[src/rtl/prog_loader_ctrl_pkg.sv]
// Shared state encoding and opcode constants for the program loader and the
// datapath opcode comparators.
package prog_loader_ctrl_pkg;

  typedef enum logic [2:0] {
    IDLE,
    LOAD,
    SETTLE,
    RUN,
    DONE,
    ERR
  } state_t;

  localparam logic [4:0] OP_HALT = 5'd31;
  localparam logic [4:0] OP_LW   = 5'd4;
  localparam logic [4:0] OP_SW   = 5'd5;

  function automatic logic state_is_busy(input state_t s);
    return (s == LOAD) || (s == SETTLE) || (s == RUN);
  endfunction

endpackage

[src/rtl/prog_loader_ctrl_cntr.sv]
// Free-running up-counter with synchronous clear and count enable.
module prog_loader_ctrl_cntr #(
  parameter int W = 16
) (
  input  logic         clk,
  input  logic         srst,
  input  logic         clr,
  input  logic         en,
  output logic [W-1:0] count
);

  logic [W-1:0] count_reg;

  always_ff @(posedge clk) begin
    if (srst || clr) begin
      count_reg <= '0;
    end else if (en) begin
      count_reg <= count_reg + 1'b1;
    end
  end

  assign count = count_reg;

endmodule

[src/rtl/prog_loader_ctrl.sv]
// Streams a host program into program memory, holds the core in reset while
// loading, then releases it until a halt opcode or the run-cycle watchdog.
module prog_loader_ctrl
  import prog_loader_ctrl_pkg::*;
#(
  parameter int               WIDTH      = 9,
  parameter int               RAM_WIDTH  = 32,
  parameter logic [4:0]       HALT_OP    = OP_HALT,
  parameter int               CYC_W      = 16,
  parameter logic [CYC_W-1:0] MAX_CYCLES = 16'd1000
) (
  input  logic                 clk,
  input  logic                 reset,
  input  logic                 start,
  input  logic                 load_valid,
  output logic                 load_ready,
  input  logic [RAM_WIDTH-1:0] load_data,
  input  logic                 load_last,
  output logic                 pm_we,
  output logic [WIDTH-1:0]     pm_addr,
  output logic [RAM_WIDTH-1:0] pm_wdata,
  output logic                 core_reset,
  input  logic [4:0]           instr_opcode,
  output logic                 busy,
  output logic                 done,
  output logic                 err,
  output logic [WIDTH:0]       word_cnt,
  output logic [CYC_W-1:0]     cyc_cnt
);

  localparam logic [WIDTH-1:0] ADDR_MAX  = '1;
  localparam logic [CYC_W-1:0] WDOG_LAST = MAX_CYCLES - 1'b1;

  state_t         state_reg, state_next;
  logic [WIDTH-1:0] addr_reg, addr_next;
  logic [WIDTH:0]   word_cnt_reg, word_cnt_next;
  logic             cnt_clr;
  logic             cnt_en;

  always_ff @(posedge clk) begin
    if (reset) begin
      state_reg    <= IDLE;
      addr_reg     <= '0;
      word_cnt_reg <= '0;
    end else begin
      state_reg    <= state_next;
      addr_reg     <= addr_next;
      word_cnt_reg <= word_cnt_next;
    end
  end

  always_comb begin
    state_next    = state_reg;
    addr_next     = addr_reg;
    word_cnt_next = word_cnt_reg;
    load_ready    = 1'b0;
    pm_we         = 1'b0;
    cnt_clr       = 1'b0;
    cnt_en        = 1'b0;

    case (state_reg)
      IDLE, DONE, ERR: begin
        if (start) begin
          state_next    = LOAD;
          addr_next     = '0;
          word_cnt_next = '0;
          cnt_clr       = 1'b1;
        end
      end
      LOAD: begin
        load_ready = 1'b1;
        if (load_valid) begin
          pm_we         = 1'b1;
          word_cnt_next = word_cnt_reg + 1'b1;
          // The top address is written but never wrapped past.
          if (addr_reg != ADDR_MAX) begin
            addr_next = addr_reg + 1'b1;
          end
          if (load_last) begin
            state_next = SETTLE;
          end else if (addr_reg == ADDR_MAX) begin
            state_next = ERR;
          end
        end
      end
      SETTLE: begin
        state_next = RUN;
      end
      RUN: begin
        cnt_en = 1'b1;
        if ((instr_opcode == HALT_OP) || (cyc_cnt == WDOG_LAST)) begin
          state_next = DONE;
        end
      end
      default: begin
        state_next = IDLE;
      end
    endcase
  end

  prog_loader_ctrl_cntr #(
    .W (CYC_W)
  ) run_cntr (
    .clk   (clk),
    .srst  (reset),
    .clr   (cnt_clr),
    .en    (cnt_en),
    .count (cyc_cnt)
  );

  assign pm_addr    = addr_reg;
  assign pm_wdata   = load_data;
  assign word_cnt   = word_cnt_reg;
  assign busy       = state_is_busy(state_reg);
  assign done       = (state_reg == DONE);
  assign err        = (state_reg == ERR);
  assign core_reset = (state_reg != RUN);

endmodule

[config.mk]
export PLATFORM = sky130hd
export DESIGN_NAME = prog_loader_ctrl
export DESIGN_NICKNAME = d
export VERILOG_FILES = /design/src/rtl/prog_loader_ctrl_pkg.sv /design/src/rtl/prog_loader_ctrl_cntr.sv /design/src/rtl/prog_loader_ctrl.sv
export SDC_FILE = /design/constraint.sdc
export NUM_CORES = 1
export LEC_CHECK = 0
export BUFFER_PORTS_ARGS = -buffer_cell sky130_fd_sc_hd__clkbuf_2
export CORE_ASPECT_RATIO = 1.4
export CORE_MARGIN = 2
export CORE_UTILIZATION = 46
export CTS_CLUSTER_DIAMETER = 150
export CTS_CLUSTER_SIZE = 25
export DETAILED_ROUTE_END_ITERATION = 10
export PLACE_DENSITY = 0.8
export SLEW_MARGIN = 20
export SYNTH_ARGS = -nofsm -noshare
export SYNTH_HDL_FRONTEND = slang
export SYNTH_HIERARCHICAL = 1
export SYNTH_SLANG_ARGS = --single-unit
[constraint.sdc]
create_clock -name clk -period 3.05 [get_ports clk]
set_clock_uncertainty 0.1 [all_clocks]
set_input_delay 0.4575 -clock clk [delete_from_list [all_inputs] [get_ports clk]]
set_output_delay 0.4575 -clock clk [all_outputs]
set_load 0.01 [all_outputs]
## Word-level counts from Yosys, hierarchy flattened

Index checks and enable logic that the tools add are counted.

- Add/subtract/negate cells: 3
- Equal/unequal tests: 15
- Muxes and demuxes: 19
- Reductions and logical operators: 10

Operator list:

| operator | number |
|---|---|
| $mux 9 | 3 |
| $mux 10 | 2 |
| $pmux 10 s2 | 1 |
| $pmux 9 s2 | 1 |
| $add 16x1->16 const B | 1 |
| $eq 16x10->1 const B | 1 |
| $mux 3 | 5 |
| $pmux 3 s4 | 1 |
| $add 10x1->10 const B | 1 |
| $add 9x1->9 const B | 1 |
| $eq 9x9->1 const B | 1 |
| $ne 9x9->1 const B | 1 |
| $ne 2x2->1 const B | 4 |
| $reduce_and 4->1 | 2 |
| $eq 3x2->1 const B | 2 |
| $eq 3x3->1 const B | 2 |
| $mux 1 | 6 |
| $eq 5x5->1 const B | 1 |
| $logic_or 1x1->1 | 4 |
| $eq 3x1->1 const B | 1 |
| $logic_not 3->1 | 1 |
| $ne 3x2->1 const B | 1 |
| $ne 3x3->1 const B | 1 |
| $reduce_and 3->1 | 1 |
| 2 further kinds | 2 |

- Register bits: 38
- Bits of input ports: 42
- Output and inout port bits: 73
- Logic and storage cells: 51

## Longest topological paths before layout

Gate-level depths: netlist of run 1.

- Depth after elaboration: 5
- Gate-level depth with buffers: 9
- Mapped depth without buffers: 8

## By module

Netlist of run 1, hierarchy kept.

By module, submodules not included:

| module | instances | cells each | area an instance (um^2) | seq. area each (um^2) |
|---|---|---|---|---|
| prog_loader_ctrl | 1 | 191 | 1590.3 | 440.4 |
| prog_loader_ctrl_cntr | 1 | 81 | 716.9 | 320.3 |

## Worst setup path after synthesis of run 1

OpenSTA, ideal clock, no wires.

- Path kind: reg-to-reg
- From: reg state_reg[1]
- To: reg run_cntr.count_reg[10] (netlist: run_cntr/count[10])
- Library setup time: 0.074 ns
- Arrival time: 1.948 ns
- Required time: 2.876 ns
- Setup slack: 0.928 ns
- Cell stages (with the launch flop): 8
- Period minus slack after synthesis: 2.122 ns
- Path through: dfxtp_1 -> clkbuf_1 -> clkbuf_1 -> nor2_1 -> or2_2 -> clkbuf_1 -> or4_1 -> o21ai_0

- Cells in the longest elaborated chain, start to end: 4
- Elaborated cells between the ends (all ways): 8
- Those cells by class: eq/ne: 3; mux: 2; reduce/logical: 3

Ends and longest elaborated chain:

| item | RTL line | text |
|---|---|---|
| start, declared | prog_loader_ctrl.sv:34 | `state_t state_reg, state_next;` |
| start signal, assigned | prog_loader_ctrl.sv:46 | `state_reg <= state_next;` |
| $eq 3x3->1 or $logic_not 3->1 (tied branches) | prog_loader_ctrl.sv:61 | `case (state_reg)` |
| $reduce_or 3->1 * | prog_loader_ctrl.sv:61 |  |
| $mux 1 * | prog_loader_ctrl.sv:61 |  |
| net cnt_clr | prog_loader_ctrl.sv:37 | `logic cnt_clr;` |
| $logic_or 1x1->1 * | prog_loader_ctrl_cntr.sv:15 | `if (srst \|\| clr) begin` |
| end signal, assigned | prog_loader_ctrl_cntr.sv:18 | `count_reg <= count_reg + 1'b1;` |
| end, declared | prog_loader_ctrl_cntr.sv:12 | `logic [W-1:0] count_reg;` |

Mark *: on every way through the listed nets, which the timed path passes. The rest lies on a longest branch.
A chain may end at the register's enable or synchronous reset.

## Worst setup path in the final report of run 1

- From: reg state_reg[2]
- To: out pm_we

- Cells in the longest elaborated chain, start to end: 2

Ends and longest elaborated chain:

| item | RTL line | text |
|---|---|---|
| $eq 3x1->1 | prog_loader_ctrl.sv:61 |  |
| $mux 1 | prog_loader_ctrl.sv:61 |  |
| end, declared | prog_loader_ctrl.sv:19 | `output logic pm_we,` |

No other way between the ends.

==> impl_results.md, run 1 <==
* Status: finished clean
* Yosys cell types at 49
* Critical Path Source Type: flip-flop
* Max incr delay on CP at 0.47 ns
* Clock Path Buffers at 2
* Count leader, synth: dfxtp_1
* Met1 wire length at 1920 um
* Clock Root Buffer: clkbuf_8
* Synthesized flop and latch total at 38
* Crit path max-delay family: simple AND/OR/NAND/NOR gates
* Initial Util at 0.476
* Cells along the critical path: nand2b_2, a21oi_1, buf_4, nor3_1, clkbuf_2
* Setup TNS Final at 0 ns
* Mapped Area at 2310 um^2
* Seq pwr share at 0.496
* Fmax at 444 MHz
* PwrDens at 435 nW/um^2
* Largest register FFs at 16
* Crit end category: output port
* Boundary Pins at 115
* Die footprint at 5610 um^2
* Max_cap viols at 0
* Critical Path Fanout Max at 12
* Detailed-route wire length at 4580 um
* CORE AREA at 4840 um^2
* Clock Pin Slew Worst Setup and Hold Paths at 0.08 ns
* P_leak at 0.931 nW
* Synth top area cells: dfxtp_1 (33%), buf_4 (11%), mux2i_1 (4.3%), nand2_1 (3.7%), a21oi_1 (3.7%)
* Area delta synth->final at 4.56%
* # clock sinks at 38
* Drt pass-1 iters at 4
* Vias in the first global route at 1797
* Initial antenna violation count at 0
* First-pass GRT wire length at 7760 um
* Layout cells sized above 1 at 0.243
* Final worst-path cycle share at 0.739
* Antenna cells at 0
* Cell count after synthesis at 272
* Final hold viol count at 0
* Net count, final at 333
* Final cell count without fillers at 352
* Met2 wire length at 2300 um
* Height of the die at 87.8 um
* Largest net degree at the start of global routing at 32
* Worst VDD drop at 0.204 mV
* Syn Nets at 318
* Crit path DAT at 1.70 ns
* P_sw at 0.000300 W
* Worst-Margin Slew at 0.538 ns
* Total global-route track usage at 0.170
* Clk pwr share at 0.345
* Die span in x at 63.9 um
* Sw frac at 0.286
* Vias per cell at 5.51
* Min cycle time layout at 2.25 ns
* Final Max Slew Viols at 0
* Worst Path Required at 2.49 ns
* Residual DRC count at 0
* CP bufs+invs at 2
* Worst Setup Path Type: reg2out
* Slowest-stage cell, CP: dfxtp_1
* Port buffer count at 50
* Worst hold margin at 0.357 ns
* Placed Cells at 344
* RePlAce Congestion at 0.831
* Total power at 0.00105 W
* Placed inst area at 2320 um^2
* HPWL after DPL at 3420 um
* Met3 WL at 320 um
* H-tree depth at 2
* Unrepaired setup endpoints after global routing: no
* Cts repair resizes at 0
* Combinational share of power at 0.159
* Setup violators final at 0
* Hold buffers post-CTS at 0
* Rel. slew slack at 0.640
* Num rows at 30
* Setup bufs post-CTS at 0
* Seq/Total Area, Yosys at 0.330
* Post-synth EDFFs at 0
* Via count at 1940
* Leading area contributor after synthesis: dfxtp_1
* Clock Latency Late Sink at 0.29 ns
* Cell internal pwr at 0.000749 W
* Top cells by count, synth: dfxtp_1 (38), buf_4 (35), nand2_1 (23), nor2_1 (21), a21oi_1 (17)
* Max layer used: met4
* Main synth FF type: dfxtp_1
* Routed wire per std cell at 13.0 um
* Total CTS buffers at 5
* Filler cell count in the final layout at 472
* Avg Cell Area, Syn at 8.48 um^2
* Antenna-violating nets left at 0
* Post-synth ARST share at 0
* Worst Hold Class: in2reg
* Fin area at 2410 um^2
* YS warnings at 6
* DR iter-0 viols at 92
* Post-synth top area share at 0.330
* TritonCTS clock tree: yes
* Overflow after GRT at 0
## stage by stage
| stage | util | setup slack, ns |
|---|---|---|
| 2_1_floorplan | - | 0.928 |
| 3_3_place_gp | 0.479 | 0.943 |
| 3_5_place_dp | 0.479 | 0.868 |
| 4_1_cts | 0.498 | 0.813 |
| 5_1_grt | 0.498 | 0.623 |
| 6_report | 0.498 | 0.796 |
## logic make-up (layout without fill, tap and decap cells)
logic type,count (synthesis),in the layout,synth area share
AOI/OAI and AO/OA,41,41,0.108
xor gates and xnor gates,11,11,0.0418
adders and majority gates,4,4,0.0217
buffers and inverters,49,65,0.153
DFF,38,38,0.330
muxes,11,11,0.0483
and+or+nand+nor,118,118,0.297
## worst register-to-register path, delay by kind of cell (launching register included)
family                     cells  cell delay (ns)
and+or+nand+nor                4             0.95
adders and majority gates      2             0.45
DFF                            1             0.36
AOI/OAI and AO/OA              2             0.28
## worst paths after layout
path	cells after the start	startpoint	endpoint	slack, ns
max reg2reg	8	pm_addr[0]$_SDFFE_PP0P_	pm_addr[5]$_SDFFE_PP0P_	0.85
min	3	load_valid	word_cnt[0]$_SDFFE_PP0P_	0.36
max	5	state_reg[2]$_SDFFE_PP0P_	pm_we	0.80
min reg2reg	2	word_cnt[9]$_SDFFE_PP0P_	word_cnt[9]$_SDFFE_PP0P_	0.37
## cell usage in the layout (no fill, tap or decap), types with 8 or more instances in the layout
| cell | n |
|---|---|
| xor2_1 | 9 |
| mux2i_1 | 10 |
| a21oi_1 | 17 |
| o21ai_0 | 9 |
| nand2_1 | 23 |
| nand4_1 | 9 |
| nor2_1 | 21 |
| nand3_1 | 8 |
| nand2b_1 | 9 |
| dfxtp_1 | 38 |
| clkbuf_2 | 50 |
| or4_1 | 8 |
## power by group through the flow
stage,combinational (W),sequential (W),clock [W]
finish,0.000167,0.000521,0.000362
global route,0.000187,0.000523,0.000388
floorplan,0.000197,0.000524,0
global placement,0.000165,0.000532,0
detailed placement,0.000167,0.000533,0
CTS,0.000168,0.000521,0.000366
## area by class of cell
class / count / area (um^2) / area share
Timing Repair Buffer: 53 / 273 / 0.113
Multi-Input combinational cell: 185 / 1190 / 0.494
Clock inverter: 1 / 5.00 / 0.00207
Sequential cell: 38 / 761 / 0.315
Clock buffer: 7 / 86.3 / 0.0358
Inverter: 4 / 15.0 / 0.00622
Tap cell: 64 / 80.1 / 0.0332
## layer usage
metal  GRT usage  vias up
met4      0.0553        0
met3      0.0566        7
met1       0.189      912
met2       0.304       56
met5           0        -
li1            -      965
Power figures use the tool's default switching activity.
==> run 2: changes to the inputs <==
--- a/config.mk
+++ b/config.mk
@@ -8,11 +8,11 @@
 export BUFFER_PORTS_ARGS = -buffer_cell sky130_fd_sc_hd__clkbuf_2
 export CORE_ASPECT_RATIO = 1.4
 export CORE_MARGIN = 2
-export CORE_UTILIZATION = 46
+export CORE_UTILIZATION = 42
 export CTS_CLUSTER_DIAMETER = 150
 export CTS_CLUSTER_SIZE = 25
 export DETAILED_ROUTE_END_ITERATION = 10
-export PLACE_DENSITY = 0.8
+export PLACE_DENSITY = 0.77
 export SLEW_MARGIN = 20
 export SYNTH_ARGS = -nofsm -noshare
 export SYNTH_HDL_FRONTEND = slang
==> constraint.sdc (replaced) <==
create_clock -name clk -period 1.9 [get_ports clk]
set_clock_uncertainty 0.1 [all_clocks]
set_input_delay 0.285 -clock clk [delete_from_list [all_inputs] [get_ports clk]]
set_output_delay 0.285 -clock clk [all_outputs]
set_load 0.01 [all_outputs]
==> run 2 against run 1 <==
Compared with the run above: the run now ends with negative setup slack left; final area up 16%; count of clock-buffer cells in the layout down 1; register-to-register slack got worse by 0.91 ns; critical path depth increased by 3; first-iteration DRC count grew 53%; critical path type is now reg2reg; critical endpoint is now pm_addr[5]$_SDFFE_PP0P_.
==> impl_results.md, run 2 (synthesized netlist as in run 1, its figures left out) <==
* Total CTS buffers at 5
* Failing checks: negative setup slack
* Boundary Pins at 115
* Clock Path Buffers at 2
* Vias per cell at 5.56
* Final core occ at 0.534
* Status: complete, but fails checks
* Rel. slew slack at 0.726
* Setup TNS Final at -0.138 ns
* Num rows at 31
* Crit end category: flip-flop
* P_leak at 1.11 nW
* Crit path DAT at 2.09 ns
* Largest net degree at the start of global routing at 20
* Most frequent cells in the layout: clkbuf_2 (49), dfxtp_1 (34), buf_4 (32)
* Die footprint at 6110 um^2
* Vias in the first global route at 2023
* PwrDens at 704 nW/um^2
* Drt pass-1 iters at 4
* HPWL after DPL at 3960 um
* Clock Latency Late Sink at 0.29 ns
* Net count, final at 364
* Final hold viol count at 0
* Detailed-route wire length at 5430 um
* Antenna cells at 0
* Worst hold endpoint: word_cnt[0]$_SDFFE_PP0P_
* Fmax at 511 MHz
* Slowest-stage cell, CP: or4_4
* H-tree depth at 2
* CORE AREA at 5240 um^2
* RePlAce Congestion at 0.793
* Area delta synth->final at 21.1%
* Clock Pin Slew Worst Setup and Hold Paths at 0.08 ns
* Critical R2R Launch: pm_addr[0]$_SDFFE_PP0P_
* Final Max Slew Viols at 0
* Worst-Margin Slew at 0.406 ns
* DR iter-0 viols at 141
* Most common cell after layout, fill and taps aside: clkbuf_2
* TritonCTS clock tree: yes
* Cells along the critical path: ha_4, nand3_2, nor2_2, ha_2, and4bb_4, a21oi_4, or4_4, a21oi_2
* Max incr delay on CP at 0.48 ns
* Die span in x at 66.6 um
* Max_cap viols at 0
* Total global-route track usage at 0.181
* Residual DRC count at 0
* Min cycle time layout at 1.96 ns
* RR Endpoint: pm_addr[5]$_SDFFE_PP0P_
* Overflow after GRT at 0
* Hold path startpoint: load_valid
* Port buffer count at 50
* Number of cells on the worst hold path at 3
* Final worst-path cycle share at 1.03
* Total power at 0.00197 W
* Unrepaired setup endpoints after global routing: yes
* R2r setup slk at -0.06 ns
* Worst Path Required at 2.03 ns
* Largest register FFs at 16
* # clock sinks at 38
* Setup violators final at 5
* Via count at 2134
* Worst VDD drop at 0.393 mV
* Critical Path Source Type: flip-flop
* Worst Hold Class: in2reg
* Critical Path Fanout Max at 6
* Antenna-violating nets left at 0
* Hold buffers post-CTS at 0
* Routed wire per std cell at 14.1 um
* Height of the die at 91.7 um
* R2R cell count at 8
* Initial Util at 0.441
* Fin worst setup slack at -0.0558 ns
* Clock Root Buffer: clkbuf_8
* First-pass GRT wire length at 8810 um
* Worst Setup Path Type: reg2reg
* Worst hold margin at 0.185 ns
* Initial antenna violation count at 0
* Layout cells sized above 1 at 0.381
-- run 2: cell types whose count changed in the layout (fill, tap and decap cells not counted), sizes merged --
cell / before / now
buf: 3 / 34
a21oi: 18 / 19
clkbuf: 57 / 55
bufinv: 0 / 1
clkinv: 1 / 0
-- run 2: worst max path at each step --
stage                       startpoint                      end  slack [ns]  depth (start not counted)
2_1_floorplan  pm_addr[0]$_SDFFE_PP0P_  pm_addr[3]$_SDFFE_PP0P_      -0.009                          8
3_3_place_gp   pm_addr[0]$_SDFFE_PP0P_  pm_addr[3]$_SDFFE_PP0P_       -0.04                          8
3_5_place_dp   pm_addr[0]$_SDFFE_PP0P_  pm_addr[5]$_SDFFE_PP0P_       -0.09                          8
4_1_cts        pm_addr[0]$_SDFFE_PP0P_  pm_addr[5]$_SDFFE_PP0P_       -0.09                          8
5_1_grt        pm_addr[0]$_SDFFE_PP0P_  pm_addr[5]$_SDFFE_PP0P_       -0.10                          8
6_report       pm_addr[0]$_SDFFE_PP0P_  pm_addr[5]$_SDFFE_PP0P_       -0.06                          8
-- run 2: metrics by stage --
stage / cell area, um^2 / cells / setup WS (ns)
3_5_place_dp: 2570 / 374 / -0.0887
6_report: 2790 / 384 / -0.0558
5_1_grt: 2790 / 384 / -0.101
3_3_place_gp: 2570 / 374 / -0.0431
2_1_floorplan: 2370 / 272 / -0.00890
4_1_cts: 2730 / 384 / -0.0908
-- run 2: final cells by class --
class	instances	area [um^2]
Tap cell	66	82.6
Fill cell	499	2440
Timing Repair Buffer	83	510
Inverter	4	15.0
Clock buffer	6	82.6
Multi-Input combinational cell	186	1300
Clock inverter	1	30.0
Sequential cell	38	771
-- run 2: layer usage --
layer,routed length (um),vias to the layer above,track usage
met5,0,-,0
met4,57,0,0.0578
met3,296,8,0.0417
met2,2830,59,0.333
met1,2240,1032,0.199
li1,-,1035,-
-- run 2: repair_timing --
action / CTS / global route
gates cloned: 1 / 0
setup buffers: 2 / 0
endpoints found under the setup margin: 10 / 12
gates resized for setup: 9 / 16
pin swaps: 7 / 6
-- run 2: power breakdown --
| part | switching, W | leakage [nW] | internal (W) |
|---|---|---|---|
| registers | 0.0000231 | 0.309 | 0.000814 |
| clock network | 0.000284 | 0.0573 | 0.000420 |
| logic | 0.000228 | 0.739 | 0.000197 |
-- run 2: critical path: cells and delay by family, from the launching register on --
kind	cells	cell delay [ns]
DFF	1	0.35
adders and majority gates	2	0.33
AOI/OAI and AO/OA	2	0.17
and+or+nand+nor	4	0.94
==> run 3: changes to the inputs <==
==> constraint.sdc (replaced) <==
create_clock -name clk -period 1.9 [get_ports clk]
set_clock_uncertainty 0.1 [all_clocks]
set_input_delay 0.285 -clock clk [delete_from_list [all_inputs] [get_ports clk]]
set_output_delay 0.285 -clock clk [all_outputs]
set_load 0.05 [all_outputs]
==> run 3 against run 2 <==
Compared with the run above: the flow still finishes with violations (negative setup slack); global-route usage is 1.1 points lower; sequential share of layout area is 0.76 points higher; core utilization is 1.1 points lower; die area stayed put; sequential cell count stayed put; power is 4.6% lower; sequential power is 1% lower; critical path depth stayed put; largest cell class unchanged; highest routed layer unchanged.
==> impl_results.md, run 3 (synthesized netlist as in run 1, its figures left out) <==
* Gr busiest metal: met2
* Antenna-violating nets left at 0
* Final Max Slew Viols at 0
* Critical Path Fanout Max at 5
* Placed Cells at 370
* Num rows at 31
* Sw frac at 0.313
* Initial antenna violation count at 0
* Status: complete, but fails checks
* Worst Path Required at 2.00 ns
* Antenna cells at 0
* PwrDens at 685 nW/um^2
* Crit end category: flip-flop
* Net count, final at 361
* Met2 Use GR at 0.298
* Drt pass-1 iters at 4
* Routed wire per std cell at 13.7 um
* Fin worst setup slack at -0.148 ns
* Total CTS buffers at 5
* Worst VDD drop at 0.324 mV
* Initial Util at 0.441
* RePlAce Congestion at 0.771
* DP Worst Slack at -0.0508 ns
* Fmax at 488 MHz
* Max_cap viols at 0
* Combinational share of power at 0.257
* Die span in x at 66.6 um
* Cells along the critical path: ha_4, nand3_2, nor2_2, ha_2, and4bb_4, a21oi_4, or4_1, a21oi_1
* Via count at 2111
* Most common cell after layout, fill and taps aside: clkbuf_2
* Unrepaired setup endpoints after global routing: yes
* CP bufs+invs at 0
* Worst Setup Path Type: reg2reg
* Clk pwr share at 0.303
* First-pass GRT wire length at 8390 um
* Area delta synth->final at 18.6%
* P_sw at 0.000587 W
* Rel. slew slack at 0.612
* Clock Pin Slew Worst Setup and Hold Paths at 0.07 ns
* Port buffer count at 50
* Final worst-path cycle share at 1.08
* Final cell count without fillers at 382
* Die footprint at 6110 um^2
* Worst Hold Class: in2reg
* Grt met3 use at 0.0442
* Total global-route track usage at 0.170
* CORE AREA at 5240 um^2
* Crit path DAT at 2.15 ns
* Detailed-route wire length at 5220 um
* Overflow after GRT at 0
* Largest register FFs at 16
* Hold buffers post-CTS at 0
* Slowest-stage cell, CP: or4_1
* Clock Root Buffer: clkbuf_8
* Max incr delay on CP at 0.49 ns
* Height of the die at 91.7 um
* Fin area at 2740 um^2
* Clock Path Buffers at 2
* Vias per cell at 5.53
* P_leak at 1.08 nW
* Placed inst area at 2560 um^2
* H-tree depth at 2
* Final hold viol count at 0
* Largest net degree at the start of global routing at 18
* Most frequent cells in the layout: clkbuf_2 (47), dfxtp_1 (30), buf_4 (29)
* Crit path max-delay family: simple AND/OR/NAND/NOR gates
* Vias in the first global route at 1936
* # clock sinks at 38
* Seq pwr share at 0.441
* Setup violators final at 7
* Failing checks: negative setup slack
* Met1 GRT Util at 0.196
* HPWL after DPL at 3850 um
* DR iter-0 viols at 149
* Worst-Margin Slew at 0.580 ns
* Layout cells sized above 1 at 0.383
* Clock Latency Late Sink at 0.28 ns
* Boundary Pins at 115
* Critical Path Source Type: flip-flop
* TritonCTS clock tree: yes
* Cell internal pwr at 0.00129 W
* Min cycle time layout at 2.05 ns
* Residual DRC count at 0
==> run 3: cell count changes in the layout (fill, tap and decap cells not counted), sizes merged <==
cell	before	now
buf	34	32
bufinv	1	0
clkinv	0	1
==> run 3: final cells by class <==
| type | count | area (um^2) |
|---|---|---|
| Clock inverter | 1 | 5.00 |
| Multi-Input combinational cell | 186 | 1280 |
| Fill cell | 489 | 2500 |
| Sequential cell | 38 | 776 |
| Timing Repair Buffer | 80 | 494 |
| Clock buffer | 7 | 86.3 |
| Inverter | 4 | 15.0 |
| Tap cell | 66 | 82.6 |
==> run 3: worst paths after layout <==
check                                               from                  endpoint  slack [ns]  cells after the start
worst max-delay path             pm_addr[0]$_SDFFE_PP0P_   pm_addr[5]$_SDFFE_PP0P_       -0.15                      8
worst min-delay path                          load_valid  word_cnt[0]$_SDFFE_PP0P_        0.20                      3
worst max register to register   pm_addr[0]$_SDFFE_PP0P_   pm_addr[5]$_SDFFE_PP0P_       -0.15                      8
worst min register to register  word_cnt[9]$_SDFFE_PP0P_  word_cnt[9]$_SDFFE_PP0P_        0.37                      2
==> run 3: power groups by stage <==
| stage | clock network [W] | registers [W] | logic, W |
|---|---|---|---|
| after floorplan | 0 | 0.000861 | 0.000496 |
| after global placement | 0 | 0.000844 | 0.000418 |
| after detailed placement | 0 | 0.000844 | 0.000425 |
| after CTS | 0.000590 | 0.000826 | 0.000436 |
| after global routing | 0.000628 | 0.000829 | 0.000509 |
| final | 0.000568 | 0.000826 | 0.000481 |
==> run 3: worst register-to-register path: stages (launching register included) <==
cell	delay, ns
dfxtp_4	0.35
ha_4	0.16
nand3_2	0.07
nor2_2	0.04
ha_2	0.17
and4bb_4	0.38
a21oi_4	0.06
or4_1	0.49
a21oi_1	0.16
==> run 3: timing repair <==
| item | in CTS | in global routing |
|---|---|---|
| setup endpoints to repair | 8 | 17 |
| pin swaps | 2 | 6 |
| endpoints found under the hold margin | 0 | 0 |
| cloned | 0 | 1 |
| buffers inserted | 1 | 2 |
| gates resized for setup | 4 | 17 |
==> run 3: per-stage QoR <==
stage | utilization | setup TNS, ns | total power [W] | hold slack [ns]
floorplan | - | -2.60 | 0.00136 | 0.348
global placement | 0.489 | -0.0283 | 0.00126 | 0.356
detailed placement | 0.489 | -0.143 | 0.00127 | 0.367
CTS | 0.511 | -0.0975 | 0.00185 | 0.191
global route | 0.523 | -1.31 | 0.00197 | 0.184
finish | 0.523 | -0.444 | 0.00188 | 0.204
==> run 3: metal layers <==
layer	up-vias	wire length, um
met5	-	0
met4	0	45
met3	6	291
met2	57	2740
met1	1018	2140
li1	1030	-
